## config.mk

```make
export PLATFORM = sky130hd
export DESIGN_NAME = ppi_bus_master
export DESIGN_NICKNAME = d
export VERILOG_FILES = /design/src/rtl/ppi_bus_master.sv
export SDC_FILE = /design/constraint.sdc
export NUM_CORES = 1
export LEC_CHECK = 0
export BUFFER_PORTS_ARGS = -buffer_cell sky130_fd_sc_hd__buf_4
export CELL_PAD_IN_SITES_DETAIL_PLACEMENT = 1
export CELL_PAD_IN_SITES_GLOBAL_PLACEMENT = 1
export CORE_ASPECT_RATIO = 0.9
export CORE_MARGIN = 2
export CORE_UTILIZATION = 40
export CTS_CLUSTER_SIZE = 8
export DETAILED_ROUTE_END_ITERATION = 10
export PLACE_DENSITY = 0.88
export SYNTH_ARGS = -nofsm -noshare
export SYNTH_HDL_FRONTEND = slang
export SYNTH_SLANG_ARGS = --single-unit
```

## constraint.sdc

```tcl
create_clock -name Clock -period 4.3 [get_ports Clock]
set_input_delay 0.86 -clock Clock [delete_from_list [all_inputs] [get_ports Clock]]
set_output_delay 0.86 -clock Clock [all_outputs]
set_load 0.01 [all_outputs]
```

## src/rtl/ppi_bus_master.sv

```systemverilog
// ppi_bus_master
// CPU-side initiator for an 8255A PPI. Each accepted one-word command becomes a
// complete, timed PPI bus cycle: CS_n and A1A0 (plus write data) are set up,
// RD_n or WR_n is pulsed low, then CS_n/A/data are held before the bus is released.
// Only one command is in flight; a completion pulse reports the result.
//
// Parameters
//   SETUP_CYC  cycles CS_n/A/data are valid before the strobe falls (>=1)
//   PULSE_CYC  cycles the strobe is held low (>=1)
//   HOLD_CYC   cycles CS_n/A/data are held after the strobe rises (>=1)
//
// Ports
//   Clock     in   rising-edge system clock
//   Reset     in   synchronous active-high reset
//   CmdValid  in   command request
//   CmdReady  out  command can be accepted this cycle (IDLE only)
//   CmdRead   in   1 = read, 0 = write
//   CmdAddr   in   A1A0: 00 port A, 01 port B, 10 port C, 11 control word
//   CmdData   in   write data / control word
//   RspValid  out  one-cycle completion pulse
//   RspErr    out  command rejected, no bus cycle was run
//   RspData   out  captured read byte, 0x00 for writes and errors
//   CS_n      out  PPI chip select, active low
//   A         out  PPI address A1A0
//   RD_n      out  PPI read strobe, active low
//   WR_n      out  PPI write strobe, active low
//   DataOut   out  data driven toward the PPI
//   DataOE    out  1 while DataOut should drive the shared data bus
//   DataIn    in   data bus as seen from the PPI
//   Busy      out  bus cycle in progress

module ppi_bus_master #(
    parameter int SETUP_CYC = 2,
    parameter int PULSE_CYC = 4,
    parameter int HOLD_CYC  = 2
) (
    input  logic       Clock,
    input  logic       Reset,
    input  logic       CmdValid,
    output logic       CmdReady,
    input  logic       CmdRead,
    input  logic [1:0] CmdAddr,
    input  logic [7:0] CmdData,
    output logic       RspValid,
    output logic       RspErr,
    output logic [7:0] RspData,
    output logic       CS_n,
    output logic [1:0] A,
    output logic       RD_n,
    output logic       WR_n,
    output logic [7:0] DataOut,
    output logic       DataOE,
    input  logic [7:0] DataIn,
    output logic       Busy
);

    // One shared down-counter serves all three timed phases, so it only needs
    // to hold the largest phase length minus one.
    localparam int MAX_CYC = (SETUP_CYC > PULSE_CYC) ?
                             ((SETUP_CYC > HOLD_CYC) ? SETUP_CYC : HOLD_CYC) :
                             ((PULSE_CYC > HOLD_CYC) ? PULSE_CYC : HOLD_CYC);
    localparam int CW = (MAX_CYC > 1) ? $clog2(MAX_CYC) : 1;

    typedef enum logic [1:0] {
        IDLE  = 2'd0,
        SETUP = 2'd1,
        PULSE = 2'd2,
        HOLD  = 2'd3
    } state_t;

    state_t        state_q;
    logic [CW-1:0] cnt_q;
    logic          isRead_q;
    logic [7:0]    rdData_q;
    logic          cmdReady_q;
    logic          rspValid_q;
    logic          rspErr_q;
    logic [7:0]    rspData_q;
    logic          csN_q;
    logic [1:0]    addr_q;
    logic          rdN_q;
    logic          wrN_q;
    logic [7:0]    dataOut_q;
    logic          dataOe_q;

    // All bus pins come straight from registers: the values for cycle N are
    // decided at the edge that starts cycle N, so pin changes line up with the
    // phase boundaries and nothing on Cmd* reaches the pins combinationally.
    // The completion pulse and its data default to zero every cycle and are
    // only raised for the single cycle following a finished or rejected command.
    always_ff @(posedge Clock) begin
        if (Reset) begin
            state_q    <= IDLE;
            cnt_q      <= '0;
            isRead_q   <= 1'b0;
            rdData_q   <= 8'h00;
            cmdReady_q <= 1'b1;
            rspValid_q <= 1'b0;
            rspErr_q   <= 1'b0;
            rspData_q  <= 8'h00;
            csN_q      <= 1'b1;
            addr_q     <= 2'b00;
            rdN_q      <= 1'b1;
            wrN_q      <= 1'b1;
            dataOut_q  <= 8'h00;
            dataOe_q   <= 1'b0;
        end else begin
            rspValid_q <= 1'b0;
            rspErr_q   <= 1'b0;
            rspData_q  <= 8'h00;

            case (state_q)
                IDLE: begin
                    if (CmdValid) begin
                        // The 8255 cannot read back its control word, so that
                        // request is answered with an error and no bus cycle.
                        if (CmdRead && (CmdAddr == 2'b11)) begin
                            rspValid_q <= 1'b1;
                            rspErr_q   <= 1'b1;
                        end else begin
                            state_q    <= SETUP;
                            cnt_q      <= CW'(SETUP_CYC - 1);
                            isRead_q   <= CmdRead;
                            cmdReady_q <= 1'b0;
                            csN_q      <= 1'b0;
                            addr_q     <= CmdAddr;
                            dataOe_q   <= ~CmdRead;
                            dataOut_q  <= CmdRead ? 8'h00 : CmdData;
                        end
                    end
                end

                SETUP: begin
                    if (cnt_q == '0) begin
                        state_q <= PULSE;
                        cnt_q   <= CW'(PULSE_CYC - 1);
                        rdN_q   <= ~isRead_q;
                        wrN_q   <= isRead_q;
                    end else begin
                        cnt_q <= cnt_q - CW'(1);
                    end
                end

                PULSE: begin
                    // The edge that ends the pulse is also the read sample point.
                    if (cnt_q == '0) begin
                        state_q <= HOLD;
                        cnt_q   <= CW'(HOLD_CYC - 1);
                        rdN_q   <= 1'b1;
                        wrN_q   <= 1'b1;
                        if (isRead_q) begin
                            rdData_q <= DataIn;
                        end
                    end else begin
                        cnt_q <= cnt_q - CW'(1);
                    end
                end

                HOLD: begin
                    // Releasing the bus and reporting completion happen together;
                    // CmdReady is back up in the same cycle as RspValid.
                    if (cnt_q == '0) begin
                        state_q    <= IDLE;
                        cmdReady_q <= 1'b1;
                        csN_q      <= 1'b1;
                        addr_q     <= 2'b00;
                        dataOe_q   <= 1'b0;
                        dataOut_q  <= 8'h00;
                        rspValid_q <= 1'b1;
                        rspData_q  <= isRead_q ? rdData_q : 8'h00;
                    end else begin
                        cnt_q <= cnt_q - CW'(1);
                    end
                end

                default: state_q <= IDLE;
            endcase
        end
    end

    assign CmdReady = cmdReady_q;
    assign RspValid = rspValid_q;
    assign RspErr   = rspErr_q;
    assign RspData  = rspData_q;
    assign CS_n     = csN_q;
    assign A        = addr_q;
    assign RD_n     = rdN_q;
    assign WR_n     = wrN_q;
    assign DataOut  = dataOut_q;
    assign DataOE   = dataOe_q;
    assign Busy     = (state_q != IDLE);

endmodule

```

[After elaboration in Yosys (flattened, before gate mapping)]
Index checks and enable logic that the tools add are counted.
Storage, ports and cells
  bits in registers: 37
  word-level logic and storage cells: 78
  bits of input ports: 22
Cells by class
  equality and inequality tests: 10
  add/sub/neg operators: 1
  multiplexer cells: 34
  bitwise logic cells: 6
  reductions and logical operators: 14
Operators by type and width (count)
  8-bit two-way mux: 4
  2-bit two-way mux: 10
  2-bit one-hot mux with 4 select lines: 2
  8-bit one-hot mux with 2 select lines: 1
  2-bit != test (second input constant): 6
  3-bit AND reduction: 4
  1-bit two-way mux: 11
  1-bit one-hot mux with 2 select lines: 5
  2-bit equality test (second input constant): 3
  1-bit NOT: 6
  2-bit nonzero test: 3
  5-bit AND reduction: 1
  2-bit logical NOT: 2
  2-bit one-hot mux with 2 select lines: 1
  4-bit AND reduction: 1
  4-bit OR reduction: 1
  2-bit by 1-bit equality test with 1-bit output (second input constant): 1
  2-bit OR reduction: 1
  2-bit by 1-bit subtractor with 2-bit output (second input constant): 1
  1-bit logical AND: 1

[Longest topological paths before layout]
Gate-level depths: netlist of run 1.
  word-level depth: 5
  depth in mapped cells: 7

[Least setup slack after synthesis of run 1]
No wires, ideal clock.
  path type: register -> output
  start point: reg state_q[0]
  end point: out Busy
  data required time: 3440 ps
  arrival: 833 ps
  buffers on the path: 0
  setup slack: 2607 ps
  stages on the path, launching flop included: 4
  cell sequence: dfxtp_1 -> inv_1 -> ha_1 -> inv_1
On the way
  cells in the longest elaborated chain, start to end: 1
RTL lines
  start, declared: RTL line 71  | state_t state_q;
  start signal, assigned: RTL line 93  | state_q <= IDLE;
  start signal, assigned: RTL line 121  | state_q <= SETUP;
  start signal, assigned: RTL line 135  | state_q <= PULSE;
  2-bit nonzero test: RTL line 191  | assign Busy = (state_q != IDLE);
  end, declared: RTL line 54  | output logic Busy
No other way between the ends.

[Worst setup path after layout of run 1]
Same ends and word-level chain as after synthesis.

==> results by group, run 1 <==
Clock network
  • Hold-fix buffers at CTS: 0
  • H-tree depth: 2
  • Clock Latency Late Sink: just under 0.3 ns
  • Clock Tree Buf Depth: 2
  • CTS tree: built
  • Clock root buffer: clkbuf_8
  • Post-cts resize count: 0
  • Post-CTS Setup Inserts: 0
  • Total clock sinks: 37
  • CTS clock-pin slew for the worst setup and hold paths: 0.08 ns
  • Number of CTS-inserted buffers: 5

Power
  • Worst IR Drop VDD: roughly 0.32 mV
  • Sequential share of power: around a third
  • Total power: between 1 and 1.5 mW
  • Net Sw Frac: 32.9%
  • P_leak: 1.02 nW
  • NetSw: just over 0.4 mW
  • Comb power frac: 35.6%
  • Clock share of power: 29.3%
  • Cell Int Power: around 0.84 mW
  • Power per cell area: 600 nW/um^2

Timing
  • Worst Tran Pin Value: 0.520 ns
  • TNS Setup: 0 ns
  • Clock Skew: about 0.0043 ns
  • Tcrit/Tclk final: 51.0%
  • Final setup fails: 0
  • Worst-case setup margin in the final layout: 2.11 ns
  • Final Critical Period: roughly 2.2 ns
  • WHS: between 0.4 and 0.5 ns
  • RSZ-0062 raised after global routing: no
  • Max-Slew Margin vs Limit: 65.1%
  • Final hold vios: 0
  • Fmax: 0.456 GHz
  • Final Max Slew Viols: 0

Synth
  • Synth warn: 0
  • EDFF count, synth: 0
  • Compound-gate portion of the synthesized area: 7.81%
  • Distinct cells, synth: 38
  • Largest family of logic cells by synthesized area: simple AND/OR/NAND/NOR gates
  • Most used DFF post-synth: dfxtp_1
  • Async SR Flop Fraction: 0%
  • Syn_nets: about 190
  • Synth Register Bits: 37
  • Top post-synthesis cells by area: dfxtp_1, mux2i_1, ha_1
  • Xor/xnor share of the synthesized area: 0%
  • Adder-cell share of the synthesized area: approximately 6.4%
  • Post-synth top area cell: dfxtp_1
  • Avg Cell Area, Syn: just under 10 sq um
  • Yosys top cell area share: between 40% and 50%
  • Mux share of post-synthesis cell area: approximately 14%
  • Cell Area, Synth: roughly 1600 sq um
  • Sequential share of the synthesized area: between 40% and 50%
  • Post-Synth Simple-Gate Area: about a fifth
  • Count leader, synth: dfxtp_1
  • Top post-synthesis cells by count: dfxtp_1, nand2_1, mux2i_1, nor2_1
  • Synthesized instance count: around 160

Placed design
  • Hpwl dp: around 3000 um
  • I/O Buffers: 47
  • Placed cell count: roughly 250
  • Gpl congestion: 0.791
  • Pre-CTS setup slack: approximately 2.3 ns

Route
  • Post-DR wirelength/cell: about 16 um
  • DR iter-0 viols: 32
  • Post-DRT Antenna Nets: 0
  • Detailed Routing Iterations Pass 1: 4
  • Routed vias: 1288
  • DR DRC count: 0
  • Post-DR vias/cell: just over 5
  • Routed wire length: around 4000 um

Die
  • Core ar.: ~3700 sq um
  • Ports: 48
  • Die span in x: roughly 70 um
  • Initial Utilization: between 40% and 50%
  • DIE AREA: about 4400 sq um
  • Row cnt: 21
  • Die Height: 63.4 um

Worst setup path
  • CP Data Required Time: roughly 3.4 ns
  • Worst Path Max Fanout: 8
  • CP Class: reg2out
  • Arrival @ worst endpoint: between 1 and 1.5 ns
  • Critical Path Start Type: flop
  • CP endpoint kind: output port

Finish
  • Final #Nets: about 240
  • Antenna diodes: 0
  • Area Growth Syn to Fin: 32.4%
  • Fraction of layout cells with a size suffix above 1: between 30% and 40%
  • Non-Filler Instances: 254

GRT
  • Initial antenna violation count: 0
  • Total gr overflow: 0
  • Gr usage total: between 10% and 20%
  • Vias in the first global route: roughly 1400
  • Largest net degree at the start of global routing: 20
  • First-pass GRT wire length: around 6700 um

Run status
  • Status: finished, final reports clean

Hold path
  • HP Class: reg2reg

Flow run
  • Max Cap Viol: 0
layout by cell type, fill, tap and decap left out, drive strengths merged, types with 2 or more instances in the layout:
master	count
buf	47
dfxtp	37
nand2	24
mux2i	19
nor2	12
and2	8
ha	8
inv	7
o21ai	6
a21oi	5
clkbuf	5
nor3	3
nand3	3
a311oi	2
o211a	2
nand3b	2
bufinv	2
mux2	2
path summary, 6_finish.rpt:
path         cells past startpoint  slack, ns         end        start
max                              4       2.11        Busy   state_q[0]
min                              1       0.46  RspData[7]  rdData_q[7]
max reg2reg                      5       2.37      DataOE   state_q[0]
min reg2reg                      1       0.46  RspData[7]  rdData_q[7]
area by class of cell:
type	count	area [sq um]
well taps	46	57.6
inverters	6	22.5
clock buffers	5	68.8
clock inverters	3	68.8
fillers	433	1650
repair buffers	47	353
multi-input cells	110	767
flip-flops and latches	37	741
sequential cells by signal, indices dropped and copies added (netlist names):
register	cells
rdData_q	8
RD_n	1
RspData	8
A	2
DataOut	8
WR_n	1
cnt_q	2
isRead_q	1
RspValid	1
RspErr	1
CS_n	1
state_q	2
DataOE	1
metal layers:
| layer | GRT usage [%] | part of all wire [%] |
|---|---|---|
| met5 | 0 | 0 |
| met4 | 4.33 | 0.73 |
| met3 | 6.88 | 4.5 |
| met2 | 33.7 | 52 |
| met1 | 22.6 | 43 |
cell families after synthesis:
family,count (synthesis)
AOI/OAI and AO/OA,19
adders and majority gates,8
buffers and inverters,12
DFF,37
muxes,21
and+or+nand+nor,62
power by group through the flow:
stage	Clock (mW)	Sequential [mW]	Combinational, mW
after floorplan	0	0.452	0.302
after CTS	0.372	0.439	0.448
after global routing	0.388	0.447	0.489
after detailed placement	0	0.446	0.445
final	0.365	0.437	0.444
after global placement	0	0.439	0.420
critical path, stage by stage, from the launching register on:
cell and delay (ns):
dfxtp_1 0.36, inv_1 0.12, ha_1 0.34, inv_1 0.07, buf_4 0.15
stage by stage:
step | util [%] | area (sq um)
after floorplan | - | 1570
after global placement | 52.0 | 1940
after detailed placement | 52.0 | 1940
after CTS | 55.7 | 2080
after global routing | 55.7 | 2080
final | 55.7 | 2080
Note: power is estimated with default switching activity, not from simulation.
==> run 2, diff against run 1 <==
--- a/config.mk
+++ b/config.mk
@@ -10,10 +10,10 @@
 export CELL_PAD_IN_SITES_GLOBAL_PLACEMENT = 1
 export CORE_ASPECT_RATIO = 0.9
 export CORE_MARGIN = 2
-export CORE_UTILIZATION = 40
+export CORE_UTILIZATION = 34
 export CTS_CLUSTER_SIZE = 8
 export DETAILED_ROUTE_END_ITERATION = 10
-export PLACE_DENSITY = 0.88
+export PLACE_DENSITY = 0.81
 export SYNTH_ARGS = -nofsm -noshare
 export SYNTH_HDL_FRONTEND = slang
 export SYNTH_SLANG_ARGS = --single-unit
==> constraint.sdc (replaced) <==
create_clock -name Clock -period 1.8 [get_ports Clock]
set_input_delay 0.36 -clock Clock [delete_from_list [all_inputs] [get_ports Clock]]
set_output_delay 0.36 -clock Clock [all_outputs]
set_load 0.01 [all_outputs]
==> results by group, run 2 (synthesis results as in run 1) <==
Run status
  • Status: finished, final reports clean

Clock network
  • Total clock sinks: 37
  • Clock Latency Late Sink: around 0.29 ns
  • CTS clock-pin slew for the worst setup and hold paths: 0.08 ns
  • CTS tree: built
  • Number of CTS-inserted buffers: 5
  • H-tree depth: 2
  • Clock Tree Buf Depth: 2
  • Hold-fix buffers at CTS: 0
  • Clock root buffer: clkbuf_8

GRT
  • Met1 Use GR: 20.5%
  • First-pass GRT wire length: ~6700 um
  • GR met3 Demand/Resource: roughly 4.9%
  • Grt met2 use: between 30% and 40%
  • GRT Max-Usage Layer: met2
  • Largest net degree at the start of global routing: 20
  • Vias in the first global route: roughly 1400
  • Total gr overflow: 0
  • Initial antenna violation count: 0
  • Gr usage total: roughly 18%

Hold path
  • HP Class: in2reg
  • Hold path start: DataIn[4]
  • Hold endpoint: rdData_q[4]
  • Cell depth of the worst hold path: 3

Worst setup path
  • Critical Path Start Type: flop
  • Reg2Reg Capture Point: DataOut[1]
  • Max stage delay on crit path: 0.35 ns
  • Worst Path Max Fanout: 8
  • CP Data Required Time: 2.01 ns
  • Slack of the worst reg-to-reg path: 0.1 ns
  • RR Startpoint: state_q[0]
  • Arrival @ worst endpoint: 1.91 ns
  • FF-to-FF path depth: 6
  • Worst-path cell chain: inv_1 -> ha_2 -> nand4_1 -> nand3_4 -> buf_4 -> mux2i_1
  • Slowest CP cell: dfxtp_2
  • CP Class: reg2reg
  • CP endpoint kind: flop

Route
  • Post-DR wirelength/cell: 15.3 um
  • Post-DR vias/cell: 4.88
  • DR iter-0 viols: 41
  • Detailed Routing Iterations Pass 1: 4
  • Routed vias: between 1000 and 1500
  • Post-DRT Antenna Nets: 0
  • DR DRC count: 0
  • Routed wire length: ~4200 um

Finish
  • Commonest non-fill, non-tap cells in the layout: buf_4, dfxtp_1, nand2_1
  • Final #Nets: roughly 240
  • Final instance area: 2140 sq um
  • Antenna diodes: 0
  • Fill cell count: 520
  • Final core utilization: approximately 48%
  • Fraction of layout cells with a size suffix above 1: 33.8%
  • Area Growth Syn to Fin: 36.1%
  • Most common cell after layout, fill and taps aside: buf_4

Placed design
  • Hpwl dp: between 2000 and 3000 um
  • Gpl congestion: ~0.75
  • I/O Buffers: 47
  • Post-DP Area: approximately 2000 sq um

Timing
  • Final setup fails: 0
  • Fmax: around 0.6 GHz
  • WHS: roughly 0.3 ns
  • Worst Tran Pin Value: approximately 0.54 ns
  • Max-Slew Margin vs Limit: a little under two thirds
  • Clock Skew: 0.00694 ns
  • Final Critical Period: between 1.5 and 2 ns
  • Final Max Slew Viols: 0
  • Tcrit/Tclk final: 94.6%
  • Final hold vios: 0
  • TNS Setup: 0 ns

Die
  • DIE AREA: slightly above 5000 sq um
  • Ports: 48
  • Die span in x: approximately 76 um
  • Die Height: 68.5 um
  • Initial Utilization: a little over a third
  • Core ar.: around 4500 sq um
  • Row cnt: 23

Flow run
  • Max Cap Viol: 0

Power
  • Worst IR Drop VDD: 0.659 mV
  • P_leak: a little over 1 nW
  • Power per cell area: approximately 1400 nW/um^2
  • Total power: a little over 3 mW
[run 2: worst max-delay path by stage]
stage                          start    endpoint  slack [ns]
after floorplan           state_q[0]      DataOE        0.23
after global placement    state_q[0]      DataOE        0.14
after detailed placement  state_q[0]        A[1]        0.04
after CTS                 state_q[0]  DataOut[1]        0.03
after global routing      state_q[1]  DataOut[1]       -0.02
final                     state_q[0]  DataOut[1]         0.1
[run 2: routing by layer]
layer / part of all wire [%] / wire length, um
met3: 4.9 / 208
met4: 0.93 / 39
met1: 42 / 1780
met5: 0 / 0
met2: 52 / 2180
[run 2: stage by stage]
step | setup WS [ns] | instances
finish | 0.0965 | 275
global route | -0.0247 | 275
CTS | 0.0308 | 274
detailed placement | 0.0377 | 266
global placement | 0.143 | 266
floorplan | 0.235 | 159
[run 2: area by class of cell]
class                      instances  area [sq um]  area share [%]
clock buffer                       5          68.8            3.22
clock inverter                     3          65.1            3.04
inverter                           6          22.5            1.05
multi-input combinational        110           769            36.0
sequential                        37           743            34.8
tap                               62          77.6            3.63
timing repair buffer              52           390            18.3
[run 2: report_power, final]
part / internal (mW) / total, mW / switching [mW]
Combinational: 0.542 / 1.14 / 0.597
Clock: 0.551 / 0.857 / 0.307
Sequential: 0.952 / 1.06 / 0.106
[run 2: what timing repair did]
action / 4_1_cts / 5_1_grt
pin swaps: 0 / 1
endpoints found under the setup margin: 5 / 8
buffers inserted: 0 / 1
gates resized for setup: 1 / 2
[run 2: worst max-delay path, delay by kind of cell, from the launching register on]
| kind | cells | cell delay (ns) |
|---|---|---|
| muxes | 1 | 0.24 |
| DFF | 1 | 0.35 |
| and+or+nand+nor | 2 | 0.42 |
| adders and majority gates | 1 | 0.29 |
| buffers and inverters | 2 | 0.31 |
==> run 3, diff against run 2 <==
--- a/config.mk
+++ b/config.mk
@@ -13,7 +13,7 @@
 export CORE_UTILIZATION = 34
 export CTS_CLUSTER_SIZE = 8
 export DETAILED_ROUTE_END_ITERATION = 10
-export PLACE_DENSITY = 0.81
+export PLACE_DENSITY = 0.85
 export SYNTH_ARGS = -nofsm -noshare
 export SYNTH_HDL_FRONTEND = slang
 export SYNTH_SLANG_ARGS = --single-unit
==> results by group, run 3 (synthesis results as in run 1) <==
Timing
  • Fmax: ~0.59 GHz
  • Final Max Slew Viols: 0
  • Final Critical Period: around 1.7 ns
  • Worst-case setup margin in the final layout: 0.105 ns
  • Final setup fails: 0
  • Final hold vios: 0
  • Clock Skew: between 0.006 and 0.007 ns
  • Max-Slew Margin vs Limit: roughly four fifths
  • Worst Tran Pin Value: roughly 0.3 ns
  • Tcrit/Tclk final: between 90% and 100%

Finish
  • Fraction of layout cells with a size suffix above 1: roughly a third
  • Area Growth Syn to Fin: 33.4%
  • Non-Filler Instances: roughly 280
  • Final #Nets: 243
  • Antenna diodes: 0
  • Most common cell after layout, fill and taps aside: buf_4
  • Final instance area: 2090 sq um
  • Commonest non-fill, non-tap cells in the layout: buf_4, dfxtp_1, nand2_1

Route
  • DR iter-0 viols: 32
  • Detailed Routing Iterations Pass 1: 4
  • DR DRC count: 0
  • Routed wire length: 3800 um
  • Post-DR wirelength/cell: between 10 and 15 um
  • Routed vias: about 1300
  • Post-DR vias/cell: around 4.8
  • Post-DRT Antenna Nets: 0

Power
  • Power per cell area: roughly 1300 nW/um^2
  • P_leak: roughly 1.0 nW
  • Worst IR Drop VDD: roughly 0.70 mV

Worst setup path
  • CP Data Required Time: 1.98 ns
  • Slack of the worst reg-to-reg path: approximately 0.11 ns
  • CP Class: reg2reg
  • Critical path buffers and inverters: 2
  • Kind of cell adding the most delay to the critical path: flip-flops
  • Worst Path Max Fanout: 8
  • Crit path top cell by count: o211a_1
  • CP endpoint kind: flop
  • Slowest CP cell: dfxtp_1
  • Arrival @ worst endpoint: between 1.5 and 2 ns
  • Max stage delay on crit path: about 0.36 ns
  • Critical Path Start Type: flop
  • Worst-path cell chain: inv_1 -> ha_2 -> nand4_1 -> buf_4 -> o211a_1 -> o211a_1

Clock network
  • Number of CTS-inserted buffers: 5
  • CTS clock-pin slew for the worst setup and hold paths: 0.07 ns
  • CTS tree: built
  • Clock Tree Buf Depth: 2
  • Clock Latency Late Sink: about 0.28 ns
  • Hold-fix buffers at CTS: 0
  • H-tree depth: 2
  • Clock root buffer: clkbuf_8
  • Total clock sinks: 37

GRT
  • First-pass GRT wire length: 6100 um
  • Total gr overflow: 0
  • Vias in the first global route: roughly 1300
  • Largest net degree at the start of global routing: 20
  • Gr usage total: 16.0%
  • Initial antenna violation count: 0

Die
  • Row cnt: 23
  • Die span in x: about 76 um
  • Ports: 48
  • Core ar.: 4460 sq um
  • Initial Utilization: approximately a third
  • DIE AREA: slightly above 5000 sq um
  • Die Height: ~68 um

Placed design
  • Gpl congestion: 0.881
  • Placed cell count: 267
  • Pre-CTS setup slack: 0.0602 ns
  • I/O Buffers: 47
  • Hpwl dp: about 2900 um
  • Post-DP Area: 2000 sq um

Hold path
  • HP Class: in2reg

Run status
  • Status: finished, final reports clean

Flow run
  • Max Cap Viol: 0
[run 3: cell count changes in the layout (fill, tap and decap cells not counted), sizes merged]
cell    previous run  this run
clkinv             1         0
clkbuf             5         7
bufinv             2         0
buf               52        53
[run 3: cell type report]
type	instances	area, sq um
fill	528	2370
multi-input combinational	110	769
sequential	37	741
timing repair buffer	53	398
clock buffer	7	86.3
tap	62	77.6
inverter	6	22.5
[run 3: metal layers]
metal  share of wire, %  global-route usage (%)
met5                  0                       0
met4                1.9                    7.89
met3                3.9                    3.53
met2                 49                    26.6
met1                 45                    19.4
[run 3: final timing paths]
| check | endpoint | depth (start not counted) | start |
|---|---|---|---|
| worst max register to register | state_q[0] | 6 | state_q[0] |
| worst min register to register | RspData[2] | 1 | rdData_q[2] |
| worst min-delay path | rdData_q[1] | 3 | DataIn[1] |
| worst max-delay path | state_q[0] | 6 | state_q[0] |
[run 3: timing repair]
action                                  CTS  global route
setup buffers                             0             1
resized for setup                         0             1
endpoints found under the setup margin    0            14
[run 3: worst min-delay path, delay by kind of cell]
family | cells | cell delay [ns]
buf+inv | 1 | 0.08
simple gates | 1 | 0.08
mux | 1 | 0.05
[run 3: power by group]
| group | total [mW] | switching (mW) | leakage (nW) | internal, mW |
|---|---|---|---|---|
| clock | 0.574 | 0.271 | 0.0443 | 0.304 |
| sequential | 1.05 | 0.0998 | 0.301 | 0.948 |
| combinational | 1.11 | 0.569 | 0.675 | 0.541 |
| total | 2.73 | 0.940 | 1.02 | 1.79 |
[run 3: stage by stage]
step / hold slack, ns / setup TNS, ns / util [%] / total power, mW
2_1_floorplan: 0.430 / 0 / - / 1.80
3_3_place_gp: 0.432 / 0 / 44.8 / 2.13
3_5_place_dp: 0.448 / 0 / 44.8 / 2.16
4_1_cts: 0.311 / 0 / 46.7 / 2.75
5_1_grt: 0.307 / -0.00961 / 47.0 / 2.91
6_report: 0.313 / 0 / 47.0 / 2.73
